<file path="src/rtl/srt_div_pkg.sv">
// Shared types and constants for the SRT divider control slice.
package srt_div_pkg;

  localparam int unsigned ITERATIONS_DEFAULT = 26;

  typedef enum logic [1:0] {
    ST_IDLE = 2'd0,
    ST_LOAD = 2'd1,
    ST_ITER = 2'd2,
    ST_RESP = 2'd3
  } state_t;

  typedef enum logic [2:0] {
    SP_NONE = 3'd0,
    SP_ZERO = 3'd1,
    SP_INF  = 3'd2,
    SP_DIV0 = 3'd3,
    SP_NAN  = 3'd4
  } special_t;

endpackage

</file>
<file path="src/rtl/srt_special_detect.sv">
// Combinational IEEE-754 single-precision special-case classifier for a/b.
module srt_special_detect
  import srt_div_pkg::*;
(
  input  logic [31:0] i_dividend,
  input  logic [31:0] i_divisor,
  output special_t    o_special
);

  logic w_a_exp_max, w_a_exp_min, w_a_man_nz;
  logic w_b_exp_max, w_b_exp_min, w_b_man_nz;
  logic w_a_nan, w_a_inf, w_a_zero;
  logic w_b_nan, w_b_inf, w_b_zero;

  assign w_a_exp_max = (i_dividend[30:23] == '1);
  assign w_a_exp_min = (i_dividend[30:23] == '0);
  assign w_a_man_nz  = (i_dividend[22:0] != '0);
  assign w_b_exp_max = (i_divisor[30:23] == '1);
  assign w_b_exp_min = (i_divisor[30:23] == '0);
  assign w_b_man_nz  = (i_divisor[22:0] != '0);

  // Denormals (min exponent, nonzero mantissa) fall through as finite nonzero.
  assign w_a_nan  = w_a_exp_max &  w_a_man_nz;
  assign w_a_inf  = w_a_exp_max & ~w_a_man_nz;
  assign w_a_zero = w_a_exp_min & ~w_a_man_nz;
  assign w_b_nan  = w_b_exp_max &  w_b_man_nz;
  assign w_b_inf  = w_b_exp_max & ~w_b_man_nz;
  assign w_b_zero = w_b_exp_min & ~w_b_man_nz;

  always_comb begin
    o_special = SP_NONE;
    if (w_a_nan || w_b_nan || (w_a_zero && w_b_zero) || (w_a_inf && w_b_inf))
      o_special = SP_NAN;
    else if (w_b_zero && !w_a_zero && !w_a_inf)
      o_special = SP_DIV0;
    else if (w_a_inf)
      o_special = SP_INF;
    else if (w_a_zero || w_b_inf)
      o_special = SP_ZERO;
  end

endmodule

</file>
<file path="src/rtl/srt_div_ctrl.sv">
// SRT floating-point divider sequencing controller (IDLE/LOAD/ITER/RESP).
// Optional abort input enabled by defining SRT_DIV_CTRL_ABORT_EN.
module srt_div_ctrl
  import srt_div_pkg::*;
#(
  parameter int unsigned ITERATIONS = ITERATIONS_DEFAULT
) (
  input  logic        clk,
  input  logic        rst_n,
`ifdef SRT_DIV_CTRL_ABORT_EN
  input  logic        abort,
`endif
  input  logic        req_valid,
  output logic        req_ready,
  input  logic [31:0] req_dividend,
  input  logic [31:0] req_divisor,
  output logic [31:0] op_dividend,
  output logic [31:0] op_divisor,
  output logic        dp_load,
  output logic        dp_step,
  output logic [4:0]  dp_iter_idx,
  output logic        rsp_valid,
  input  logic        rsp_ready,
  output logic [2:0]  rsp_special,
  output logic        rsp_sign,
  output logic        busy
);

  state_t     r_state, w_next;
  special_t   r_special, w_special;
  logic [31:0] r_op_a, r_op_b;
  logic       r_sign;
  logic [4:0] r_idx;
  logic       w_accept, w_abort, w_last;

`ifdef SRT_DIV_CTRL_ABORT_EN
  assign w_abort = abort;
`else
  assign w_abort = 1'b0;
`endif

  srt_special_detect u_detect (
    .i_dividend (req_dividend),
    .i_divisor  (req_divisor),
    .o_special  (w_special)
  );

  assign w_accept = req_valid && (r_state == ST_IDLE);
  assign w_last   = (r_idx == 5'(ITERATIONS - 1));

  always_comb begin
    w_next = r_state;
    unique case (r_state)
      ST_IDLE: if (w_accept) w_next = ST_LOAD;
      ST_LOAD: w_next = (r_special == SP_NONE) ? ST_ITER : ST_RESP;
      ST_ITER: if (w_last) w_next = ST_RESP;
      ST_RESP: if (rsp_ready) w_next = ST_IDLE;
      default: w_next = ST_IDLE;
    endcase
    // Abort overrides every non-idle transition, including the RESP handshake.
    if (w_abort && (r_state != ST_IDLE)) w_next = ST_IDLE;
  end

  always_ff @(posedge clk) begin
    if (!rst_n) begin
      r_state   <= ST_IDLE;
      r_special <= SP_NONE;
      r_op_a    <= '0;
      r_op_b    <= '0;
      r_sign    <= 1'b0;
      r_idx     <= '0;
    end else begin
      r_state <= w_next;
      if (w_accept) begin
        r_op_a    <= req_dividend;
        r_op_b    <= req_divisor;
        r_sign    <= req_dividend[31] ^ req_divisor[31];
        r_special <= w_special;
      end
      if ((r_state == ST_ITER) && (w_next == ST_ITER))
        r_idx <= r_idx + 5'd1;
      else
        r_idx <= '0;
    end
  end

  assign req_ready   = (r_state == ST_IDLE);
  assign busy        = (r_state != ST_IDLE);
  assign dp_load     = (r_state == ST_LOAD);
  assign dp_step     = (r_state == ST_ITER);
  assign dp_iter_idx = r_idx;
  assign rsp_valid   = (r_state == ST_RESP);
  assign rsp_special = r_special;
  assign rsp_sign    = r_sign;
  assign op_dividend = r_op_a;
  assign op_divisor  = r_op_b;

endmodule

</file>
<file path="config.mk">
export PLATFORM = sky130hd
export DESIGN_NAME = srt_div_ctrl
export DESIGN_NICKNAME = d
export VERILOG_FILES = /design/src/rtl/srt_div_pkg.sv /design/src/rtl/srt_special_detect.sv /design/src/rtl/srt_div_ctrl.sv
export SDC_FILE = /design/constraint.sdc
export NUM_CORES = 1
export LEC_CHECK = 0
export BUFFER_PORTS_ARGS = -buffer_cell sky130_fd_sc_hd__buf_2
export CORE_ASPECT_RATIO = 0.6
export CORE_UTILIZATION = 45
export DETAILED_ROUTE_END_ITERATION = 10
export HOLD_SLACK_MARGIN = 0.15
export PLACE_DENSITY = 0.84
export RECOVER_POWER = 50
export SYNTH_ARGS = -nofsm -noshare
export SYNTH_HDL_FRONTEND = slang
export SYNTH_SLANG_ARGS = --single-unit
</file>
<file path="constraint.sdc">
create_clock -name clk -period 2.1 [get_ports clk]
set_input_delay 0.42 -clock clk [delete_from_list [all_inputs] [get_ports clk]]
set_output_delay 0.42 -clock clk [all_outputs]
set_load 0.1 [all_outputs]
</file>
== Word-level counts from Yosys, hierarchy flattened ==
Index checks and enable logic that the tools add are counted.
W data, S select, Z words.

* Bits in registers: 75
* Input bits: 68
* Logic and storage cells: 52

* Add/subtract/negate cells: 1
* Equality and inequality tests: 7
* Mux-type cells: 9
* Bitwise operators: 9
* Reductions and logical operators: 20

{| class="wikitable"
|+ Operator list
! kind !! count
|-
| $reduce_bool A23 Y1 || 2
|-
| $eq A8 B8 Y1 const B || 2
|-
| $logic_not A8 Y1 || 2
|-
| $mux W3 || 3
|-
| $pmux W2 S4 || 1
|-
| $and A1 B1 Y1 || 6
|-
| $eq A2 B2 Y1 const B || 3
|-
| $logic_and A1 B1 Y1 || 6
|-
| $mux W2 || 3
|-
| $add A5 B1 Y5 const B || 1
|-
| $eq A5 B5 Y1 const B || 1
|-
| $logic_or A1 B1 Y1 || 4
|-
| $logic_not A3 Y1 || 1
|-
| $eq A2 B1 Y1 const B || 1
|-
| $logic_not A1 Y1 || 2
|-
| $logic_not A2 Y1 || 1
|-
| $mux W1 || 2
|-
| $not A1 Y1 || 2
|-
| $reduce_and A2 Y1 || 1
|-
| $reduce_bool A2 Y1 || 1
|-
| $xor A1 B1 Y1 || 1
|}

== Depth between registers and ports, before layout ==
Gate-level depths: netlist of the first run.

* Depth in word-level cells: 8
* Mapped depth: 7
* Depth with buffers taken out: 5

== By module ==
Synthesis of the first run repeated with hierarchy kept, for this count alone.

* Cells, all modules: 369
* Area, all modules: 3,114.2 um2

{| class="wikitable"
|+ Modules (own cells, without submodules)
! module !! instances !! cells each !! area an instance (um2)
|-
| srt_div_ctrl || 1 || 330 || 2,836.5
|-
| srt_special_detect || 1 || 39 || 277.8
|}

== Least setup slack after synthesis of the first run ==
Ideal clock, no wire load.

* Path kind: register -> output
* From: register r_state[1]
* To: output port busy
* Arrival: 2,670 ps
* Slack: -990 ps
* Cell stages (with the launch flop): 3
* Path buffers: 0
* Path through: dfxtp_1 nor2_1 inv_1

* Cells in the longest elaborated chain, start to end: 1

{| class="wikitable"
|+ Ends and longest elaborated chain
! element !! line !! RTL
|-
| start: declaration || srt_div_ctrl.sv:29 || <nowiki>state_t r_state, w_next;</nowiki>
|-
| start signal: assignment || srt_div_ctrl.sv:73 || <nowiki>r_state <= w_next;</nowiki>
|-
| $reduce_bool A2 Y1 || srt_div_ctrl.sv:88 || <nowiki>assign busy = (r_state != ST_IDLE);</nowiki>
|-
| end: declaration || srt_div_ctrl.sv:26 || <nowiki>output logic busy</nowiki>
|}

Every way passes these cells.

== Worst setup path in the final report of the first run ==
* From: register r_state[1]
* To: output port dp_step

* Cells in the longest elaborated chain, start to end: 1

{| class="wikitable"
|+ Ends and longest elaborated chain
! element !! line !! RTL
|-
| $eq A2 B2 Y1 || srt_div_ctrl.sv:90 || <nowiki>assign dp_step = (r_state == ST_ITER);</nowiki>
|-
| end: declaration || srt_div_ctrl.sv:20 || <nowiki>output logic dp_step,</nowiki>
|}

Every way passes these cells.

==> metrics, run 1 <==
Tcrit/Tclk final=0.915; Ports=between 100 and 150; Worst Hold Path Cells=3; Slew HR=0.632; CTS clk-pin slew, worst paths=~0.080 ns; Rows=22; first-pass GRT wire length=12800 µm; setup bufs post-CTS=0; Worst Reg-to-Reg Cells=5; Yosys Warn Count=0; max_cap viols=0; vias in the first global route=around 2700; sequential share of the synthesized area=0.512; Main synth FF type=dfxtp_1; Leak=approximately 1.8 nW; largest net degree at the start of global routing=36; Hold Startpoint=req_dividend[18]; Peak VDD IR=0.489 mV; P_sw=1.70 mW; clock share of power=0.286; clk sinks=75; CTS Buffer Depth=2; DIE HEIGHT=64.5 µm; placed insts=~590; HP Class=input port to register; Yosys reg bits=75; number of library cell types mapped by synthesis=35; Setup Skew=0.00630 ns; Pre-antenna DRT Iters=4; cell accounting for the most synthesized area=dfxtp_1; Worst-Margin Slew=0.554 ns; CTS buffer count=9; drt initial violations=193; PD cells=1040 nW/µm²; cts repair resizes=0; Finished Core Util=0.645; worst r2r src=r_state[1]; dpl cell area=3780 µm²; # diodes=0; pins over their slew limit=0; Root Driver=clkbuf_8; via count=3034; CP Class=register to output pin; status=finished, final reports clean; sequential power share=0.383; area grow syn2layout=36.2%; Post-Layout Cell Count=602; routability cong.=0.844; Setup-failing EPs final=0; hold_buf cts=0; Combinational Power Share=0.330; Initial Util=0.473; later-pin clock latency in the skew report=~0.33 ns; switching part of the total=0.408; die area=6850 µm²; post-DP HPWL=6210 µm; Setup TNS=0 ns; core area=6190 µm²; Post-synth EDFFs=0; Critical Path End Type=output pin; synthesized instance count=371; PortBufs=145; CP Data Required Time=1.68 ns; worst-path fanout max=8; nets@finish=584; nature of the critical path startpoint=register; layout cell share with drive strength beyond 1=0.342; H-tree depth=3; gr usage total=0.241; Hold Violations, Final=0; CTS tree=yes; Overflow after GRT=0; DRC=0; internal power=2.46 mW; ys async rst share=0; drt total wl=8140 µm; Arr. time, crit path=roughly 1.5 ns; top-area cell type share of the netlist area=0.512; Syn Area/Cell=just under 8 µm²; vias per std cell=5.04; Critical Path Start=r_state[1]; unrepaired setup endpoints after global routing=false; antenna-violating nets left=0; mapped cell area=2930 µm²; crit path time final=1.92 ns; main area contributors after synthesis=dfxtp_1, nand2_1, a21oi_1, clkbuf_1, nor4_1; Achievable Freq=0.521 GHz; Routed WL per cell=13.5 µm; DIE WIDTH=roughly 110 µm; synthesized net count=441; initial antenna violation count=0; Finished Cell Area=around 4000 µm²
-- through the flow --
stage          total power [mW]  hold slack, ns  worst slack [ns]
3_5_place_dp               3.00           0.444           -0.0691
5_1_grt                    4.34           0.304            0.0665
6_report                   4.16           0.324             0.179
2_1_floorplan              2.72           0.540            -0.276
4_1_cts                    4.19           0.309             0.166
3_3_place_gp               2.98           0.439            0.0193
-- synth_stat cells, types with 2 or more instances --
master / instances
nor3_1: 3
nor2b_1: 2
a21oi_1: 65
dfxtp_1: 75
or4_1: 5
clkbuf_1: 20
xnor2_1: 2
nor4_1: 10
ha_1: 2
and2_1: 2
nor2_1: 13
xor2_1: 2
nand4_1: 9
nand2_1: 134
nand3_1: 4
a211oi_1: 2
inv_1: 3
-- kinds of logic after synthesis --
kind of cell | after synthesis | synth area share
compound gates | 75 | 0.146
xor+xnor | 4 | 0.0120
flops | 75 | 0.512
buf+inv | 26 | 0.0371
fa+ha+maj | 2 | 0.00853
simple gates | 189 | 0.284
-- layout by cell type, fill, tap and decap left out, drive strengths merged, types with 3 or more instances in the layout --
cell type  synthesis  final
nor4              10     10
clkbuf            21     67
a21oi             65     65
nand4              9      9
nor3               3      3
nand3              5      5
nand2            134    134
or4                6      6
inv                4      4
nor2              13     13
buf                1     98
dfxtp             75     75
-- power groups by stage --
stage | clock network, mW | logic [mW] | registers (mW)
2_1_floorplan | 0 | 0.357 | 2.36
3_3_place_gp | 0 | 1.36 | 1.62
3_5_place_dp | 0 | 1.38 | 1.62
4_1_cts | 1.22 | 1.38 | 1.59
5_1_grt | 1.29 | 1.44 | 1.61
6_report | 1.19 | 1.38 | 1.59
-- routing by layer --
metal	track usage	routed length [µm]
met1	0.317	3920
met2	0.375	3580
met3	0.0946	587
met4	0.0503	48
met5	0	0
-- registers in the layout, indices dropped and copies added, names as in the netlist --
register	count
dp_iter_idx	5
r_state	2
rsp_sign	1
rsp_special	3
op_dividend	32
op_divisor	32
-- layout make-up --
| cell class | instances | area, µm² |
|---|---|---|
| Clock inverter | 4 | 75.1 |
| Timing Repair Buffer | 154 | 831 |
| Tap cell | 84 | 105 |
| Sequential cell | 75 | 1500 |
| Fill cell | 564 | 2200 |
| Clock buffer | 11 | 141 |
| Inverter | 4 | 15.0 |
| Multi-Input combinational cell | 270 | 1330 |
-- worst paths after layout --
path,end,slack [ns]
setup reg to reg,op_dividend[22],0.38
hold / removal,op_dividend[18],0.32
hold reg to reg,op_dividend[24],0.45
setup / recovery,dp_step,0.18
-- critical path: stages, from the launching register on --
cell and delay (ns):
dfxtp_1 0.47, inv_1 0.09, nor2_1 0.15, buf_2 0.46
Note: power is estimated with default switching activity, not from simulation.
==> run 2, diff against run 1 <==
==> constraint.sdc (replaced) <==
create_clock -name clk -period 2.1 [get_ports clk]
set_input_delay 0 -clock clk [delete_from_list [all_inputs] [get_ports clk]]
set_output_delay 0 -clock clk [all_outputs]
set_load 0.1 [all_outputs]
==> metrics, run 2 (same netlist as run 1, synthesis figures left out) <==
Hold Slack=0.455 ns (+0.131 ns); Rows=22 (unchanged); placed insts=585 (-0.34%); crit-path cells=dlygate4sd3_1 > buf_2 > nor4_1 > nand4_1 > nor4_1 > a311oi_1 > a211oi_1; CP Data Required Time=2.35 ns (+0.67 ns); Finished Cell Area=4530 µm² (+13%); antenna-violating nets left=0 (unchanged); drt total wl=10100 µm (+24%); PortBufs=145 (unchanged); Worst Hold Path Cells=2 (-1); H-tree depth=3 (unchanged); Peak VDD IR=0.519 mV (+6.2%); vias per std cell=5.20 (+3.3%); Critical Path End Type=register; first-pass GRT wire length=15900 µm (+24%); Tcrit/Tclk final=0.961 (+0.0462); setup bufs post-CTS=0 (unchanged); max incr delay on CP=0.54 ns (+0.07 ns); CP Depth=7 (+4); status=finished, final reports clean; clk sinks=75 (unchanged); drt initial violations=327 (+69%); Hold Violations, Final=0 (unchanged); DRC=0 (unchanged); area grow syn2layout=54.5%; die area=6850 µm² (unchanged); DIE WIDTH=106 µm (unchanged); nets@finish=649 (+11%); core area=6190 µm² (unchanged); WL met1=4380 µm (+12%); # diodes=0 (unchanged); dpl cell area=3760 µm² (-0.53%); Setup TNS=0 ns (unchanged); most frequent CP cell=nor4_1; DIE HEIGHT=64.5 µm (unchanged); via count=3466 (+14%); Setup-failing EPs final=0 (unchanged); Routed WL per cell=15.2 µm (+12%); Setup Skew=0.00648 ns (+0.000177 ns); Leak=1.80 nW (-0.13%); Achievable Freq=0.496 GHz (-4.8%); crit path time final=2.02 ns (+0.0971 ns); total power=4.14 mW (-0.56%); later-pin clock latency in the skew report=0.34 ns (about the same); Slew HR=0.188 (-0.444); gr usage total=0.299 (+0.0581); CTS tree=yes; Post-Layout Cell Count=666 (+11%); Pre-antenna DRT Iters=6 (+2); pins over their slew limit=0 (unchanged); Initial Util=0.473 (unchanged); routability cong.=0.861 (+1.9%); largest net degree at the start of global routing=36 (unchanged); Overflow after GRT=0 (unchanged); Slowest-stage cell, CP=dlygate4sd3_1; Hold Startpoint=op_dividend[3]; PD cells=914 nW/µm² (-12%); Critical Path Start=req_dividend[17]; Worst-Margin Slew=1.22 ns (+0.669 ns); max_cap viols=0 (unchanged); Worst Reg-to-Reg Cells=5 (unchanged); Root Driver=clkbuf_8; worst path bufs/invs=2 (unchanged); commonest non-fill, non-tap cells in the layout=nand2_1, dfxtp_1, buf_2; initial antenna violation count=0 (unchanged); post-DP HPWL=6280 µm (+1.1%); layout cell share with drive strength beyond 1=0.179 (-0.163); CTS clk-pin slew, worst paths=0.08 ns (about the same); vias in the first global route=3355 (+22%); commonest non-fill, non-tap cell in the layout=nand2_1; CTS buffer count=9 (unchanged); Arr. time, crit path=2.27 ns (+0.77 ns); met3 wire length=794 µm (+35%); nature of the critical path startpoint=input port; worst-path fanout max=2 (-6); CP Class=input port to register; unrepaired setup endpoints after global routing=false; Ports=146 (unchanged); worst r2r src=r_state[0]; uppermost layer routed=met4; critical path's top delay family=simple AND/OR/NAND/NOR gates; CTS Buffer Depth=2 (unchanged); metal2 WL=4730 µm (+32%); HP Class=register to register
## run 2: changes by cell type in the layout (fill, tap and decap cells not counted), sizes merged
cell	before	now
clkbuf	67	82
dlygate4sd3	0	67
clkinvlp	2	3
bufinv	2	1
buf	98	80
## run 2: final cells by class
class	count	area (µm²)
Sequential cell	75	1500
Clock buffer	10	138
Fill cell	508	1670
Inverter	4	15.0
Clock inverter	4	52.6
Timing Repair Buffer	219	1380
Tap cell	84	105
Multi-Input combinational cell	270	1330
## run 2: stage by stage
step / util / worst slack, ns
after floorplan: - / 0.109
after global placement: 0.607 / 0.423
after detailed placement: 0.607 / 0.392
after CTS: 0.746 / 0.183
after global routing: 0.731 / 0.0517
final: 0.731 / 0.0820
## run 2: per-layer routing
layer,track usage,vias up
met5,0,-
met4,0.0938,0
met3,0.0895,26
met2,0.524,203
met1,0.355,1564
li1,-,1673
## run 2: report_power, final
group	total (mW)	internal (mW)	switching (mW)
clock network	1.07	0.568	0.503
logic	1.47	0.290	1.18
registers	1.60	1.53	0.0686
## run 2: path summary, 6_finish.rpt
| kind | endpoint | slack, ns |
|---|---|---|
| min reg2reg | op_dividend[3] | 0.46 |
| min | op_dividend[3] | 0.46 |
| max reg2reg | op_dividend[5] | 0.34 |
| max | rsp_special[1] | 0.08 |
## run 2: repair_timing
| item | CTS | global route |
|---|---|---|
| hold buffers | 67 | 0 |
| endpoints found under the hold margin | 74 | 0 |
| gates resized for setup | 0 | 0 |
## run 2: worst reg2reg max path, cell delays in order, from the launching register on
cell     delay, ns
dfxtp_1       0.38
nor2_4        0.18
and2_2        0.53
buf_4         0.31
nand2_1       0.10
a21oi_1       0.18
==> run 3, diff against run 2 <==
- BUFFER_PORTS_ARGS: -buffer_cell sky130_fd_sc_hd__buf_2 -> -buffer_cell sky130_fd_sc_hd__clkbuf_2
==> metrics, run 3 (same netlist as run 1, synthesis figures left out) <==
status=finished, final reports clean; Peak VDD IR=0.539 mV (+3.8%); first-pass GRT wire length=15700 µm (-0.91%); Ports=146 (unchanged); area grow syn2layout=55.0%; vias in the first global route=3275 (-2.4%); max_cap viols=0 (unchanged); worst-path fanout max=2 (unchanged); via count=3439 (-0.78%); Tcrit/Tclk final=0.991 (+0.0297); CP Class=input port to register; routability cong.=0.833 (-3.2%); total power=4.21 mW (+1.7%); CTS clk-pin slew, worst paths=0.08 ns (about the same); Slew HR=0.196 (+0.00751); # diodes=0 (unchanged); commonest non-fill, non-tap cell in the layout=nand2_1; drt initial violations=220 (-33%); Setup TNS=0 ns (unchanged); Hold Slack=0.452 ns (-0.00309 ns); Root Driver=clkbuf_8; dpl cell area=3750 µm² (-0.20%); cts repair resizes=0 (unchanged); Critical Path End Type=register; DIE HEIGHT=64.5 µm (unchanged); CP Data Required Time=2.37 ns (+0.02 ns); pins over their slew limit=0 (unchanged); Arr. time, crit path=2.35 ns (+0.08 ns); Worst-Margin Slew=1.21 ns (-0.0113 ns); Setup Skew=0.0159 ns (+0.00939 ns); core area=6190 µm² (unchanged); Hold Violations, Final=0 (unchanged); later-pin clock latency in the skew report=0.34 ns (about the same); CTS Buffer Depth=2 (unchanged); Finished Cell Area=4540 µm² (+0.36%); Pre-antenna DRT Iters=5 (-1); Achievable Freq=0.481 GHz (-3.0%); gr usage total=0.301 (+0.00139); CTS buffer count=9 (unchanged); post-DP HPWL=6250 µm (-0.39%); PD cells=926 nW/µm² (+1.3%); clk sinks=75 (unchanged); Leak=1.83 nW (+1.4%); hold_buf cts=67 (unchanged); largest net degree at the start of global routing=36 (unchanged); die area=6850 µm² (unchanged); HP Class=input port to register; CTS tree=yes; DIE WIDTH=106 µm (unchanged); Setup-failing EPs final=0 (unchanged); Overflow after GRT=0 (unchanged); PortBufs=145 (unchanged); Rows=22 (unchanged); H-tree depth=3 (unchanged); initial antenna violation count=0 (unchanged); unrepaired setup endpoints after global routing=false; Routed WL per cell=15.1 µm (-0.64%); commonest non-fill, non-tap cells in the layout=nand2_1, dfxtp_1, clkbuf_2; setup bufs post-CTS=0 (unchanged); Initial Util=0.473 (unchanged); antenna-violating nets left=0 (unchanged); vias per std cell=5.16 (-0.93%); crit path time final=2.08 ns (+0.0623 ns); DRC=0 (unchanged); nets@finish=648 (-0.15%); drt total wl=10100 µm (-0.49%); nature of the critical path startpoint=input port; layout cell share with drive strength beyond 1=0.184 (+0.00484)
==> run 3: cell count changes in the layout (fill, tap and decap cells not counted) <==
cell,change
nor2_1,-1
inv_6,+1
buf_4,-1
clkinv_2,+1
nor2_2,+1
buf_2,-73
clkbuf_1,-1
clkbuf_2,+74
clkbuf_8,+1
clkinvlp_4,-1
==> run 3: critical path, stage by stage <==
cell	delay [ns]
dlygate4sd3_1	0.56
clkbuf_2	0.12
nor4_1	0.52
nand4_1	0.31
nor4_1	0.56
a311oi_1	0.11
a211oi_1	0.17
==> run 3: path summary, 6_finish.rpt <==
kind,end,slack (ns),cells past startpoint,start
setup / recovery,rsp_special[1],0.02,7,req_dividend[17]
hold / removal,op_divisor[9],0.45,4,req_divisor[9]
setup reg to reg,op_dividend[10],0.29,5,r_state[0]
hold reg to reg,op_dividend[6],0.46,2,op_dividend[6]
==> run 3: routing by layer <==
metal	wire length (µm)	GRT usage	vias to the layer above	share of wire
li1	-	-	1673	-
met1	4320	0.362	1574	0.43
met2	4750	0.519	175	0.47
met3	832	0.0825	17	0.083
met4	161	0.106	0	0.016
met5	0	0	-	0
==> run 3: cell type report <==
type / instances / area [µm²]
Tap cell: 84 / 105
Sequential cell: 75 / 1500
Clock buffer: 11 / 151
Clock inverter: 5 / 58.8
Inverter: 4 / 15.0
Timing Repair Buffer: 218 / 1380
Multi-Input combinational cell: 270 / 1340
Fill cell: 520 / 1650
==> run 3: power breakdown <==
part	total, mW	internal (mW)	switching [mW]	leakage, nW
Clock	1.15	0.616	0.530	0.102
Combinational	1.46	0.286	1.18	1.11
Sequential	1.60	1.53	0.0696	0.614
==> run 3: per-stage QoR <==
step | cells | worst slack [ns] | utilization
4_1_cts | 667 | 0.184 | 0.748
6_report | 667 | 0.0197 | 0.734
3_5_place_dp | 584 | 0.351 | 0.606
5_1_grt | 667 | 0.0188 | 0.734
3_3_place_gp | 584 | 0.386 | 0.606
2_1_floorplan | 371 | 0.109 | -
